`config.mk`:
```
export PLATFORM = sky130hd
export DESIGN_NAME = score_display_mux
export DESIGN_NICKNAME = d
export VERILOG_FILES = /design/src/rtl/score_display_pkg.sv /design/src/rtl/score_display_mux_bin2bcd.sv /design/src/rtl/score_display_mux.sv
export SDC_FILE = /design/constraint.sdc
export NUM_CORES = 1
export LEC_CHECK = 0
export ABC_AREA = 1
export BUFFER_PORTS_ARGS = -buffer_cell sky130_fd_sc_hd__buf_2
export CAP_MARGIN = 20
export CORE_MARGIN = 1
export CORE_UTILIZATION = 40
export CTS_CLUSTER_DIAMETER = 40
export DETAILED_ROUTE_END_ITERATION = 8
export PLACE_DENSITY = 0.69
export SKIP_CTS_REPAIR_TIMING = 1
export SYNTH_ARGS = -nofsm -noshare
export SYNTH_HDL_FRONTEND = slang
export SYNTH_SLANG_ARGS = --single-unit
```
`constraint.sdc`:
```
create_clock -name clk -period 1.48 [get_ports clk]
set_input_delay 0.074 -clock clk [delete_from_list [all_inputs] [get_ports clk]]
set_output_delay 0.074 -clock clk [all_outputs]
set_load 0.005 [all_outputs]
```
`src/rtl/score_display_pkg.sv`:
```
// score_display_pkg: segment codes, conversion FSM states and digit decoder
// shared by the score display driver and its BCD converter.
package score_display_pkg;
    localparam logic [6:0] SEG_0     = 7'h3F;
    localparam logic [6:0] SEG_1     = 7'h06;
    localparam logic [6:0] SEG_2     = 7'h5B;
    localparam logic [6:0] SEG_3     = 7'h4F;
    localparam logic [6:0] SEG_4     = 7'h66;
    localparam logic [6:0] SEG_5     = 7'h6D;
    localparam logic [6:0] SEG_6     = 7'h7D;
    localparam logic [6:0] SEG_7     = 7'h07;
    localparam logic [6:0] SEG_8     = 7'h7F;
    localparam logic [6:0] SEG_9     = 7'h6F;
    localparam logic [6:0] SEG_BLANK = 7'h00;
    localparam logic [6:0] SEG_DASH  = 7'h40;

    typedef logic [1:0] state_t;
    localparam state_t ST_IDLE  = 2'd0;
    localparam state_t ST_SHIFT = 2'd1;
    localparam state_t ST_DONE  = 2'd2;

    function automatic logic [6:0] seg_decode(input logic [3:0] nibble);
        case (nibble)
            4'd0:    return SEG_0;
            4'd1:    return SEG_1;
            4'd2:    return SEG_2;
            4'd3:    return SEG_3;
            4'd4:    return SEG_4;
            4'd5:    return SEG_5;
            4'd6:    return SEG_6;
            4'd7:    return SEG_7;
            4'd8:    return SEG_8;
            4'd9:    return SEG_9;
            default: return SEG_BLANK;
        endcase
    endfunction

    function automatic int pow10(input int n);
        int p = 1;
        for (int i = 0; i < n; i++) p *= 10;
        return p;
    endfunction
endpackage

```
`src/rtl/score_display_mux_bin2bcd.sv`:
```
// bin2bcd_seq: iterative double-dabble, one bit per cycle, with a one-cycle
// DONE state during which bcd holds the finished result.
module bin2bcd_seq
    import score_display_pkg::*;
#(
    parameter int BIN_WIDTH = 7,
    parameter int DIGITS    = 2
) (
    input  logic                  clk,
    input  logic                  rst_n,
    input  logic                  start,
    input  logic [BIN_WIDTH-1:0]  bin,
    output logic                  busy,
    output logic                  done,
    output logic [4*DIGITS-1:0]   bcd
);
    // One spare nibble so values up to 10^(DIGITS+1)-1 convert without wrap.
    localparam int NIB = DIGITS + 1;
    localparam int CW  = $clog2(BIN_WIDTH + 1);

    state_t              state;
    logic [CW-1:0]       cnt;
    logic [4*NIB-1:0]    acc;
    logic [4*NIB-1:0]    adj;
    logic [BIN_WIDTH-1:0] sr;

    always_comb begin
        adj = acc;
        for (int i = 0; i < NIB; i++)
            adj[4*i +: 4] = acc[4*i +: 4] >= 4'd5 ? acc[4*i +: 4] + 4'd3 : acc[4*i +: 4];
    end

    always_ff @(posedge clk or negedge rst_n) begin
        if (!rst_n) begin
            state <= ST_IDLE;
            cnt   <= '0;
            acc   <= '0;
            sr    <= '0;
        end else begin
            case (state)
                ST_IDLE: if (start) begin
                    sr    <= bin;
                    acc   <= '0;
                    cnt   <= '0;
                    state <= ST_SHIFT;
                end
                ST_SHIFT: begin
                    {acc, sr} <= {adj, sr} << 1;
                    cnt       <= cnt + 1'b1;
                    if (cnt == CW'(BIN_WIDTH - 1)) state <= ST_DONE;
                end
                default: state <= ST_IDLE;
            endcase
        end
    end

    assign busy = state != ST_IDLE;
    assign done = state == ST_DONE;
    assign bcd  = acc[4*DIGITS-1:0];
endmodule

```
`src/rtl/score_display_mux.sv`:
```
// score_display_mux: latches a score, converts it to BCD and scans it over
// DIGITS multiplexed 7-segment digits with blanking and overflow dashes.
module score_display_mux
    import score_display_pkg::*;
#(
    parameter int DIGITS        = 2,
    parameter int BIN_WIDTH     = 7,
    parameter int SCAN_DIV      = 50000,
    parameter int BLANK_LEADING = 1,
    parameter int INVERT_OUTPUT = 0
) (
    input  logic                 clk,
    input  logic                 rst_n,
    input  logic [BIN_WIDTH-1:0] N_in,
    input  logic                 update,
    output logic                 busy,
    output logic                 overflow,
    output logic [6:0]           N_out,
    output logic [DIGITS-1:0]    digit_en
);
    localparam int IW = DIGITS > 1 ? $clog2(DIGITS) : 1;
    localparam int SW = $clog2(SCAN_DIV);
    localparam logic [31:0]       LIMIT  = 32'(pow10(DIGITS));
    localparam logic [6:0]        INV    = INVERT_OUTPUT != 0 ? 7'h7F : 7'h00;
    localparam logic [DIGITS-1:0] INV_EN = INVERT_OUTPUT != 0 ? '1 : '0;

    logic                start;
    logic                done;
    logic [4*DIGITS-1:0] bcd;
    logic [4*DIGITS-1:0] disp;
    logic                disp_ovf;
    logic [SW-1:0]       scan;
    logic [IW-1:0]       idx;
    logic [3:0]          nib;
    logic                blank;
    logic [6:0]          seg;
    logic [DIGITS-1:0]   en;

    assign start = update & ~busy;

    bin2bcd_seq #(.BIN_WIDTH(BIN_WIDTH), .DIGITS(DIGITS)) u_conv (
        .clk   (clk),
        .rst_n (rst_n),
        .start (start),
        .bin   (N_in),
        .busy  (busy),
        .done  (done),
        .bcd   (bcd)
    );

    // A digit is a leading zero when it and every digit above it are zero.
    always_comb begin
        nib   = 4'(disp >> (4*idx));
        blank = BLANK_LEADING != 0 && idx != '0 && (disp >> (4*idx)) == '0;
        seg   = disp_ovf ? SEG_DASH : blank ? SEG_BLANK : seg_decode(nib);
        en    = DIGITS'(1) << idx;
    end

    always_ff @(posedge clk or negedge rst_n) begin
        if (!rst_n) begin
            overflow <= 1'b0;
            disp     <= '0;
            disp_ovf <= 1'b0;
            scan     <= '0;
            idx      <= '0;
            N_out    <= INV;
            digit_en <= INV_EN;
        end else begin
            if (start) overflow <= 32'(N_in) >= LIMIT;
            if (done) begin
                disp     <= bcd;
                disp_ovf <= overflow;
            end
            scan <= scan == SW'(SCAN_DIV - 1) ? '0 : scan + 1'b1;
            if (scan == SW'(SCAN_DIV - 1)) idx <= idx == IW'(DIGITS - 1) ? '0 : idx + 1'b1;
            N_out    <= seg ^ INV;
            digit_en <= en ^ INV_EN;
        end
    end
endmodule

```
Yosys cells after proc, flatten, opt, wreduce, memory -nomap -nowiden
Memory sizes are Yosys's and may differ from the RTL's.
Cells that the tools add are included.
{ "totals": {"romBits": 112, "memories": 1, "out_inout_bits": 11, "register_bits": 60, "wordCells": 55, "inputBits": 10} }
{ "op_classes": {"bitwise_logic": 2, "order_cmp": 4, "n_eq_ne": 6, "add_sub_neg": 6, "mux": 16, "reduce_logical": 7, "shift": 2} }
{ "memory_table": {"columns": ["memory", "words", "word_bits", "rd", "rd_clocked_by_memory_dff", "write_ports", "line_no", "text"], "rows": [
  ["(name not given)", 16, 7, 1, 0, 0, "score_display_pkg.sv:23", "case (nibble)"]
]} }
{ "ops": {"columns": ["op", "n"], "rows": [
  ["$pmux W12 S2", 1],
  ["$mux W7", 3],
  ["$add A16 B1 Y16 const B", 1],
  ["$eq A16 B16 Y1 const B", 1],
  ["$mux W16", 1],
  ["$pmux W7 S2", 1],
  ["$ge A4 B3 Y1 const B", 3],
  ["$mux W12", 1],
  ["$add A4 B2 Y4 const B", 2],
  ["$logic_not A8 Y1", 1],
  ["$mux W4", 2],
  ["$shr A8 B3 Y8", 1],
  ["$ge A7 B7 Y1 const B", 1],
  ["$mux W3", 2],
  ["$pmux W3 S2", 1],
  ["$mux W2", 2],
  ["$pmux W2 S2", 1],
  ["$reduce_and A2 Y1", 2],
  ["$reduce_bool A2 Y1", 2],
  ["$add A3 B1 Y3 const B", 1],
  ["$add A3 B2 Y3 const B", 1],
  ["$eq A3 B3 Y1 const B", 1],
  ["$eq A2 B1 Y1 const B", 1],
  ["$eq A2 B2 Y1 const B", 1],
  ["9 further kinds", 9]
]} }

Longest topological paths before layout
Gate-level depths: netlist of run 1.
{ "depth": {"word_depth": 5, "depth_mapped": 9, "mapped_depth_nobuf": 9} }

Cells and area by module
Synthesis of run 1 repeated with hierarchy kept, for this count alone.
{ "unflattened": {"hier_cells": 341, "hier_area_um2": 2875.3} }
{ "by_module_without_submodules": {"columns": ["mod", "n_inst", "cells_each", "area_each_um2", "seq_area_each_um2"], "rows": [
  ["score_display_mux", 1, 212, 1821.7, 900.9],
  ["bin2bcd_seq", 1, 129, 1053.5, 500.5]
]} }

Least setup slack after synthesis of run 1
OpenSTA, ideal clock, no wires.
{ "synth_path": {"path_kind": "reg2reg", "startpoint": "register idx", "endpoint": "register N_out[3]", "synth_period_minus_slack_ps": 1402, "stages_incl_launch_ff": 10, "n_path_buf": 0, "setup_time_ps": 72, "arrival_time_ps": 1330, "required_ps": 1408, "path_slack_ps": 78, "path_cell_list": "dfrtp_1 > inv_2 > nand2_1 > nand2_2 > inv_1 > ha_1 > inv_1 > nor2_1 > nor2_1 > nor2_1"} }
{ "synth_via": {"elab_chain_len": 5, "elab_cells_between_ends": 6, "classes_between": "shift (1); mux (2); reduce/logical (2); memory (1)"} }
{ "synth_lines": {"columns": ["item", "line_no", "text"], "rows": [
  ["start: declaration", "score_display_mux.sv:33", "logic [IW-1:0] idx;"],
  ["start signal: assignment", "score_display_mux.sv:75", "if (scan == SW'(SCAN_DIV - 1)) idx <= idx == IW'(DIGITS - 1) ? '0 : idx + 1'b1;"],
  ["parallel branches: the longest is 3 deep, another holds $mem_v2 Z16 W7", null, null],
  ["$mux W7 * (2 in series)", "score_display_mux.sv:55", "seg = disp_ovf ? SEG_DASH : blank ? SEG_BLANK : seg_decode(nib);"],
  ["named net seg[3]", "score_display_mux.sv:36", "logic [6:0] seg;"],
  ["end signal: assignment", "score_display_mux.sv:76", "N_out <= seg ^ INV;"],
  ["end: declaration", "score_display_mux.sv:18", "output logic [6:0] N_out,"]
]} }
Mark *: on every way through the listed nets, which the timed path passes.
A chain may end at the register's enable or synchronous reset.

Worst setup path after layout of run 1
Same ends and word-level chain as after synthesis.

==> results of run 1 <==
==> worst paths after layout <==
path | from | end | slack, ps | cells after the start
max reg2reg | idx$_DFFE_PN0N_ | N_out[3]$_DFF_PN0_ | 100 | 9
min | N_in[0] | u_conv.sr[0]$_DFFE_PN0P_ | -20 | 3
min in group asynchronous | rst_n | scan[11]$_DFF_PN0_ | 280 | 3
max in group asynchronous | rst_n | idx$_DFFE_PN0N_ | 930 | 3
max | idx$_DFFE_PN0N_ | N_out[3]$_DFF_PN0_ | 100 | 9
min reg2reg | u_conv.sr[1]$_DFFE_PN0P_ | u_conv.sr[1]$_DFFE_PN0P_ | 480 | 2
==> cells in the mapped netlist (3+ instances only) <==
cell type   n  area share, %
a21oi_1     3           0.54
nand2_2     3           0.67
xor2_1      8            2.5
o21ai_0    33            5.9
nand2_1    75             10
ha_1       12            5.4
o22ai_1     5            1.1
dfrtp_1    56             50
inv_1      49            6.6
nand3_1    17            3.1
buf_2       3           0.54
nor2_1     54            7.3
o211ai_1    5            1.3
==> power by group <==
part	internal [mW]	switching, mW	leakage (nW)
sequential	2.00	0.250	0.701
clock	0.324	0.470	0.0410
combinational	0.876	1.30	0.889
total	3.20	2.02	1.63
==> worst min-delay path: stages <==
cell and delay, ps:
buf_2 70, nand2_1 40, o21ai_0 60
==> layout make-up <==
type,count,area [um^2]
well taps,80,100
inverters,51,191
clock inverters,1,5.00
clock buffers,6,72.6
repair buffers,33,213
flip-flops and latches,56,1400
multi-input cells,230,1200
fillers,682,3580
==> metal layers <==
layer | vias to the layer above | part of all wire (%) | GRT usage (%)
met3 | 7 | 4.1 | 3.50
met2 | 43 | 47 | 25.1
li1 | 1136 | - | -
met1 | 1079 | 47 | 19.4
met5 | - | 0 | 0
met4 | 0 | 1.7 | 5.45
==> state kept, by name (all words and copies together) (netlist names) <==
register      cells
u_conv.cnt        3
u_conv.sr         7
scan             16
digit_en          2
disp              8
u_conv.state      2
idx               1
u_conv.acc        8
N_out             7
overflow          1
disp_ovf          1
==> metrics by stage <==
stage	cells	power, mW	hold slack [ps]	util, %
floorplan	342	3.72	-222	-
global placement	444	4.24	96.8	44.7
detailed placement	444	4.34	96.8	44.7
CTS	451	5.16	-241	45.9
global route	457	5.70	22.5	47.1
finish	457	5.21	-18.1	47.1
==> cell families (layout without fill, tap and decap cells) <==
kind of cell,after synthesis,count (layout),share of synthesized area [%]
and+or+nand+nor,158,158,23.3
DFF,56,56,50.3
buffers and inverters,56,91,7.87
AOI/OAI and AO/OA,50,50,9.98
adders and majority gates,12,12,5.39
xor gates and xnor gates,10,10,3.15
==> results.yml, run 1 <==
floorplan:
  fp-row-count: 30
  die_area_um2: 7300
  die_h_um: 85.4
  ios: 21
  fp.coreArea_um2: 6760
  start_util_pct: 41.2
  die_x_um: 85.4
timing:
  finClkSkew_ps: 11.0
  tns_ps: 0
  relSlewSlack_pct: 66.5
  period_minus_slack_ps: 1380
  worst_slack_ps: 101
  final-hold-violation-count: 1
  tightestPinTransition_ps: 503
  holdWs_ps: -18.1
  finalMaxSlewViolations: 0
  fin_crit_sh_pct: 93.2
  max_clock_freq_mhz: 725
  report.final.setup_viol: 0
clocking:
  worstSkewPairLatency_ps: 310
  clkTransAtPathRegs_ps: 90
  clockBufferDepth: 2
  cts_tree: "done"
  htreeDepth: 2
  clk_root_buffer_cell: "clkbuf_8"
  numClockSinks: 56
  numCtsBuffers: 5
yosys:
  syn_area_um2: 2780
  synth-seq-cells: 56
  synthCells: 342
  synth_edf_count: 0
  netlist-cell-type-count: 27
  syn_nets: 364
  syn_avg_cell_area_um2: 8.14
  yosys_warnings: 0
  yosys_most_used_dff: "dfrtp_1"
  async_reset_ff_share_pct: 100
  ys_seq_area_share_pct: 50.3
place:
  placed_area_um2: 3020
  hpwl_mm: 3.67
  pre_cts_ws_ps: 9.33
  gp_congestion: 0.797
  place.port_buffers: 20
drt:
  antenna_left: 0
  drt-total-wl_mm: 5.16
  drt-initial-drc-count: 82
  vias: 2265
  drc: 0
  first_pass_iters: 4
  viasPerCell: 4.96
  wl_per_cell_um: 11.3
outcome:
  failed_checks: "hold timing"
  status: "finished, violations left"
flow_run:
  maxCapViolations: 0
global_route:
  grt_pass1_wl_mm: 8.84
  first_global_vias: 2082
  grt_max_degree: 57
  antenna_found_initial: 0
  grt-ovfl-total: 0
  track_usage_pct: 15.1
setup_path:
  crit_path_start_kind: "register"
  path_cells: "inv_2 -> nand2_1 -> nand2_2 -> inv_1 -> ha_1 -> inv_1 -> nor2_2 -> nor2_1 -> nor2_1"
  criticalPathCategory: "reg -> reg"
  slowest_delay_ps: 450
  crit_buf_inv: 3
  critical_path.top_delay_family: "flip-flops"
  endpoint_kind: "register"
  crit_fanout: 6
  critPathArrivalTime_ps: 1590
  required_ps: 1690
  slowest_stage: "dfrtp_2"
cells_and_area:
  final_common_cell: "nand2_1"
  drive_gt1_share_pct: 15.6
  final_area_um2: 3180
  area_growth_pct: 14.2
  final_cell_mix: "nand2_1, dfrtp_1, nor2_1, inv_1, o21ai_0"
  fin_nets: 399
  antenna_cells: 0
power_and_ir_drop:
  peakVddDrop_v: 0.000916
  power_leakage_nw: 1.63
  power_per_cell_area_nw_per_um2: 1640
worst_hold_path:
  hold_class: "in -> reg"
(Power assumes the default switching activity.)
==> run 2, diff against run 1 <==
BUFFER_PORTS_ARGS = -buffer_cell sky130_fd_sc_hd__buf_4   (was -buffer_cell sky130_fd_sc_hd__buf_2)
CORE_ASPECT_RATIO = 0.6   (was not set)
==> run 2 against run 1 <==
The flow still finishes with violations (hold timing). Combinational power rose by 4%. Clock skew is 5.0 ps lower. Clock power grew 53%. Sequential share of layout area shrank 1.9 points. Critical path depth is the same. Global-route usage up 1.9 points. Routed wire length rose by 8.1%. Design area grew 4.4%. Total power grew 9.6%. Critical path type unchanged.
==> results.yml, run 2 (synthesized netlist as in run 1, its figures left out) <==
outcome:
  status: "finished, violations left"
  failed_checks: "hold timing"
power_and_ir_drop:
  finalPower_mw: 5.72
  peakVddDrop_v: 0.000837
  power_per_cell_area_nw_per_um2: 1720
  power_leakage_nw: 1.67
drt:
  vias: 2230
  drc: 0
  antenna_left: 0
  drt-initial-drc-count: 129
  wl_per_cell_um: 12.0
  first_pass_iters: 5
  drt-total-wl_mm: 5.57
  viasPerCell: 4.81
timing:
  finalMaxSlewViolations: 0
  relSlewSlack_pct: 64.4
  worst_slack_ps: 61.2
  tightestPinTransition_ps: 534
  fin_crit_sh_pct: 95.9
  holdWs_ps: -12.5
  finClkSkew_ps: 5.97
  report.final.setup_viol: 0
  rsz0062_at_grt: "true"
  period_minus_slack_ps: 1420
  max_clock_freq_mhz: 705
  final-hold-violation-count: 1
clocking:
  clockBufferDepth: 2
  cts_tree: "done"
  clk_root_buffer_cell: "clkbuf_16"
  numCtsBuffers: 5
  numClockSinks: 56
  worstSkewPairLatency_ps: 300
  clkTransAtPathRegs_ps: 70
  htreeDepth: 2
setup_path:
  r2r_end: "N_out[3]$_DFF_PN0_"
  slowest_stage: "dfrtp_1"
  critPathArrivalTime_ps: 1610
  crit_path_start_kind: "register"
  required_ps: 1670
  crit_fanout: 5
  reg2reg_depth: 9
  rr_startpoint: "idx$_DFFE_PN0N_"
  slowest_delay_ps: 430
  endpoint_kind: "register"
  criticalPathCategory: "reg -> reg"
  path_cells: "inv_2 -> nand2_2 -> nand2_2 -> inv_2 -> ha_1 -> inv_1 -> nor2_2 -> nor2_1 -> nor2_2"
  ff2ff_setup_slack_ps: 60
worst_hold_path:
  hold_class: "in -> reg"
  hold_path_end: "u_conv.sr[0]$_DFFE_PN0P_"
  hold-path-cell-count: 3
  min_from: "N_in[0]"
cells_and_area:
  final_core_util_pct: 49.5
  largest_reg_flops: 16
  antenna_cells: 0
  final_cell_mix: "nand2_1, dfrtp_1, nor2_1, inv_1, o21ai_0"
  final-instance-count-excl-fill: 464
  final_common_cell: "nand2_1"
  top_regs: "scan: 16 flops, disp: 8 flops, u_conv.acc: 8 flops"
  multi_input_area_um2: 1220
  area_growth_pct: 19.3
  seqCellArea_um2: 1400
  fin_nets: 398
  drive_gt1_share_pct: 17.0
  fillers: 637
  regMostFlops: "scan"
floorplan:
  fp-row-count: 23
  start_util_pct: 41.5
  die_h_um: 66.6
  die_area_um2: 7310
  die_x_um: 110
  ios: 21
  fp.coreArea_um2: 6710
global_route:
  antenna_found_initial: 0
  grt_pass1_wl_mm: 9.29
  grt_max_degree: 57
  grt-ovfl-total: 0
  first_global_vias: 2017
  track_usage_pct: 17.0
place:
  dp.cells: 453
  gp_congestion: 0.829
  place.port_buffers: 20
  pre_cts_ws_ps: 7.56
  hpwl_mm: 3.94
flow_run:
  maxCapViolations: 0
[run 2: cell types whose count changed in the layout (fill, tap and decap cells not counted), moves of 4 or more]
cell,before,now
buf_2,20,0
clkbuf_16,0,5
clkbuf_8,5,1
buf_4,11,30
[run 2: power by group]
part	internal [mW]	switching (mW)
clock network	0.677	0.532
registers	2.00	0.258
logic	0.934	1.31
total	3.61	2.10
[run 2: worst max path at each step]
stage	from	end	slack, ps
final	idx$_DFFE_PN0N_	N_out[3]$_DFF_PN0_	60
after global routing	scan[1]$_DFF_PN0_	scan[6]$_DFF_PN0_	-30
after CTS	idx$_DFFE_PN0N_	N_out[3]$_DFF_PN0_	-4
after detailed placement	idx$_DFFE_PN0N_	N_out[3]$_DFF_PN0_	8
after global placement	idx$_DFFE_PN0N_	N_out[3]$_DFF_PN0_	90
after floorplan	idx$_DFFE_PN0N_	N_out[3]$_DFF_PN0_	80
[run 2: per-stage QoR]
step / setup TNS, ps / instance area [um^2]
floorplan: 0 / 2780
global placement: 0 / 3100
detailed placement: 0 / 3100
CTS: -3.91 / 3240
global route: -69.6 / 3320
finish: 0 / 3320
[run 2: final cells by class]
class | count | area share (%)
Clock buffer | 8 | 4.41
Inverter | 51 | 5.76
Multi-Input combinational cell | 230 | 36.7
Sequential cell | 56 | 42.2
Tap cell | 87 | 3.28
Timing Repair Buffer | 32 | 7.68
[run 2: worst max-delay path, delay by kind of cell, from the launching register on]
family	cells	cell delay (ps)
AND/OR/NAND/NOR	5	340
flip-flops	1	430
adder cells (fa/ha/maj)	1	290
buffers and inverters	3	250
[run 2: metal layers]
metal / vias to the layer above / track usage (%) / routed length (um)
met5: - / 0 / 0
met4: 0 / 6.00 / 12
met3: 2 / 4.40 / 293
met2: 49 / 23.7 / 2300
met1: 1029 / 25.2 / 2970
li1: 1150 / - / -
==> run 3, diff against run 2 <==
CELL_PAD_IN_SITES_DETAIL_PLACEMENT = 2   (was not set)
CELL_PAD_IN_SITES_GLOBAL_PLACEMENT = 2   (was not set)
CORE_UTILIZATION = 32   (was 40)
PLACE_DENSITY = 0.84   (was 0.69)
==> run 3 against run 2 <==
The flow finishes with violations (hold timing, setup timing). Global-route usage grew 2.7 points. Routed wire length grew 59%. Via count grew 9.5%. Combinational power grew 24%. Total power grew 14%. Clock-buffer cell count shrank 2. Clock power grew 14%. Sequential share of layout area shrank 2.2 points. Register-to-register slack lost 150 ps. Sequential power grew 3%. Critical path depth is the same. Clock skew grew 3.4 ps.
==> results.yml, run 3 (synthesized netlist as in run 1, its figures left out) <==
outcome:
  status: "finished, violations left"
  failed_checks: "hold timing, setup timing"
timing:
  tightestPinTransition_ps: 541
  relSlewSlack_pct: 63.9
  holdWs_ps: -11.6
  finalMaxSlewViolations: 0
  tns_ps: -140
  period_minus_slack_ps: 1570
  worst_slack_ps: -93.3
  finClkSkew_ps: 9.33
  fin_crit_sh_pct: 106
  rsz0062_at_grt: "true"
  final-hold-violation-count: 1
  max_clock_freq_mhz: 636
  report.final.setup_viol: 2
power_and_ir_drop:
  p_comb_share_pct: 43.0
  switching_share_pct: 39.5
  clkPwrFrac_pct: 21.3
  finalPower_mw: 6.49
  peakVddDrop_v: 0.000696
  power.switching_mw: 2.56
  power_leakage_nw: 1.74
  power_per_cell_area_nw_per_um2: 1850
  power_frac_seq_pct: 35.7
  p_int_mw: 3.93
global_route:
  grt-ovfl-total: 0
  first_global_vias: 2600
  antenna_found_initial: 0
  grt_pass1_wl_mm: 13.4
  track_usage_pct: 19.8
  grt_max_degree: 28
drt:
  wl_per_cell_um: 17.8
  drt-total-wl_mm: 8.88
  wl_met1_mm: 4.15
  drc: 0
  drt-initial-drc-count: 69
  wl_met2_mm: 4.30
  wl_met3_um: 270
  viasPerCell: 4.90
  vias: 2441
  antenna_left: 0
  top_layer_used: "met4"
  first_pass_iters: 4
clocking:
  worstSkewPairLatency_ps: 310
  cts_tree: "done"
  clockBufferDepth: 2
  numCtsBuffers: 5
  numClockSinks: 56
  clk_root_buffer_cell: "clkbuf_16"
  clkTransAtPathRegs_ps: 70
  htreeDepth: 2
floorplan:
  start_util_pct: 34.2
  fp-row-count: 25
  fp.coreArea_um2: 8130
  ios: 21
  die_area_um2: 9090
  die_x_um: 122
  die_h_um: 74.3
cells_and_area:
  largest_reg_flops: 16
  final_common_cell: "nand2_1"
  fillers: 902
  area_growth_pct: 26.0
  top_regs: "scan: 16 flops, disp: 8 flops, u_conv.acc: 8 flops"
  seqCellArea_um2: 1400
  drive_gt1_share_pct: 21.8
  final_core_util_pct: 43.1
  final_cell_mix: "nand2_1, dfrtp_1, nor2_1, inv_1, buf_4"
  regMostFlops: "scan"
  final-instance-count-excl-fill: 498
  multi_input_area_um2: 1260
  fin_nets: 411
  antenna_cells: 0
place:
  hpwl_mm: 6.12
  gp_congestion: 0.762
  place.port_buffers: 20
  dp.cells: 482
setup_path:
  endpoint_kind: "register"
  required_ps: 1710
  critPathArrivalTime_ps: 1800
  crit_path_start_kind: "register"
  criticalPathCategory: "reg -> reg"
  crit_fanout: 5
worst_hold_path:
  hold_class: "in -> reg"
flow_run:
  maxCapViolations: 0
[run 3: per-layer routing]
metal  GRT usage (%)  vias to the layer above
li1                -                     1165
met1            25.9                     1227
met2            33.6                       37
met3            3.76                       12
met4            5.69                        0
met5               0                        -
[run 3: metrics by stage]
stage	worst slack, ps	area [um^2]
after floorplan	77.7	2780
final	-93.3	3510
after global placement	54.9	3180
after CTS	-166	3350
after detailed placement	-68.6	3180
after global routing	-177	3510
[run 3: area by class of cell]
cell class | count | share of cell area (%)
clock inverters | 2 | 0.999
well taps | 108 | 3.85
flip-flops and latches | 56 | 40.0
multi-input cells | 230 | 35.9
repair buffers | 45 | 10.1
inverters | 51 | 5.53
clock buffers | 6 | 3.67
[run 3: worst paths after layout]
kind                                      startpoint                         to  slack, ps  cells past startpoint
setup / recovery                     idx$_DFFE_PN0N_         N_out[0]$_DFF_PN0_        -90                      9
hold reg to reg            u_conv.cnt[2]$_DFFE_PN0P_  u_conv.cnt[2]$_DFFE_PN0P_        490                      1
setup reg to reg                     idx$_DFFE_PN0N_         N_out[0]$_DFF_PN0_        -90                      9
hold / removal                               N_in[0]   u_conv.sr[0]$_DFFE_PN0P_        -10                      3
max in group asynchronous                      rst_n        disp[0]$_DFFE_PN0N_        750                      3
min in group asynchronous                      rst_n         scan[11]$_DFF_PN0_        240                      2
[run 3: power by group through the flow]
stage	clock, mW	sequential [mW]	combinational (mW)
detailed placement	0	2.33	2.44
global route	1.46	2.37	3.17
finish	1.38	2.32	2.80
floorplan	0	2.23	1.49
CTS	1.41	2.31	2.50
global placement	0	2.29	2.23
[run 3: critical path: stages (launching register included)]
cell     delay (ps)
dfrtp_2         440
inv_2            80
nand2_1          60
nand2_2         150
inv_4            70
buf_4           140
ha_1            220
nor2_1          160
nor2_1           80
nor2_1          110
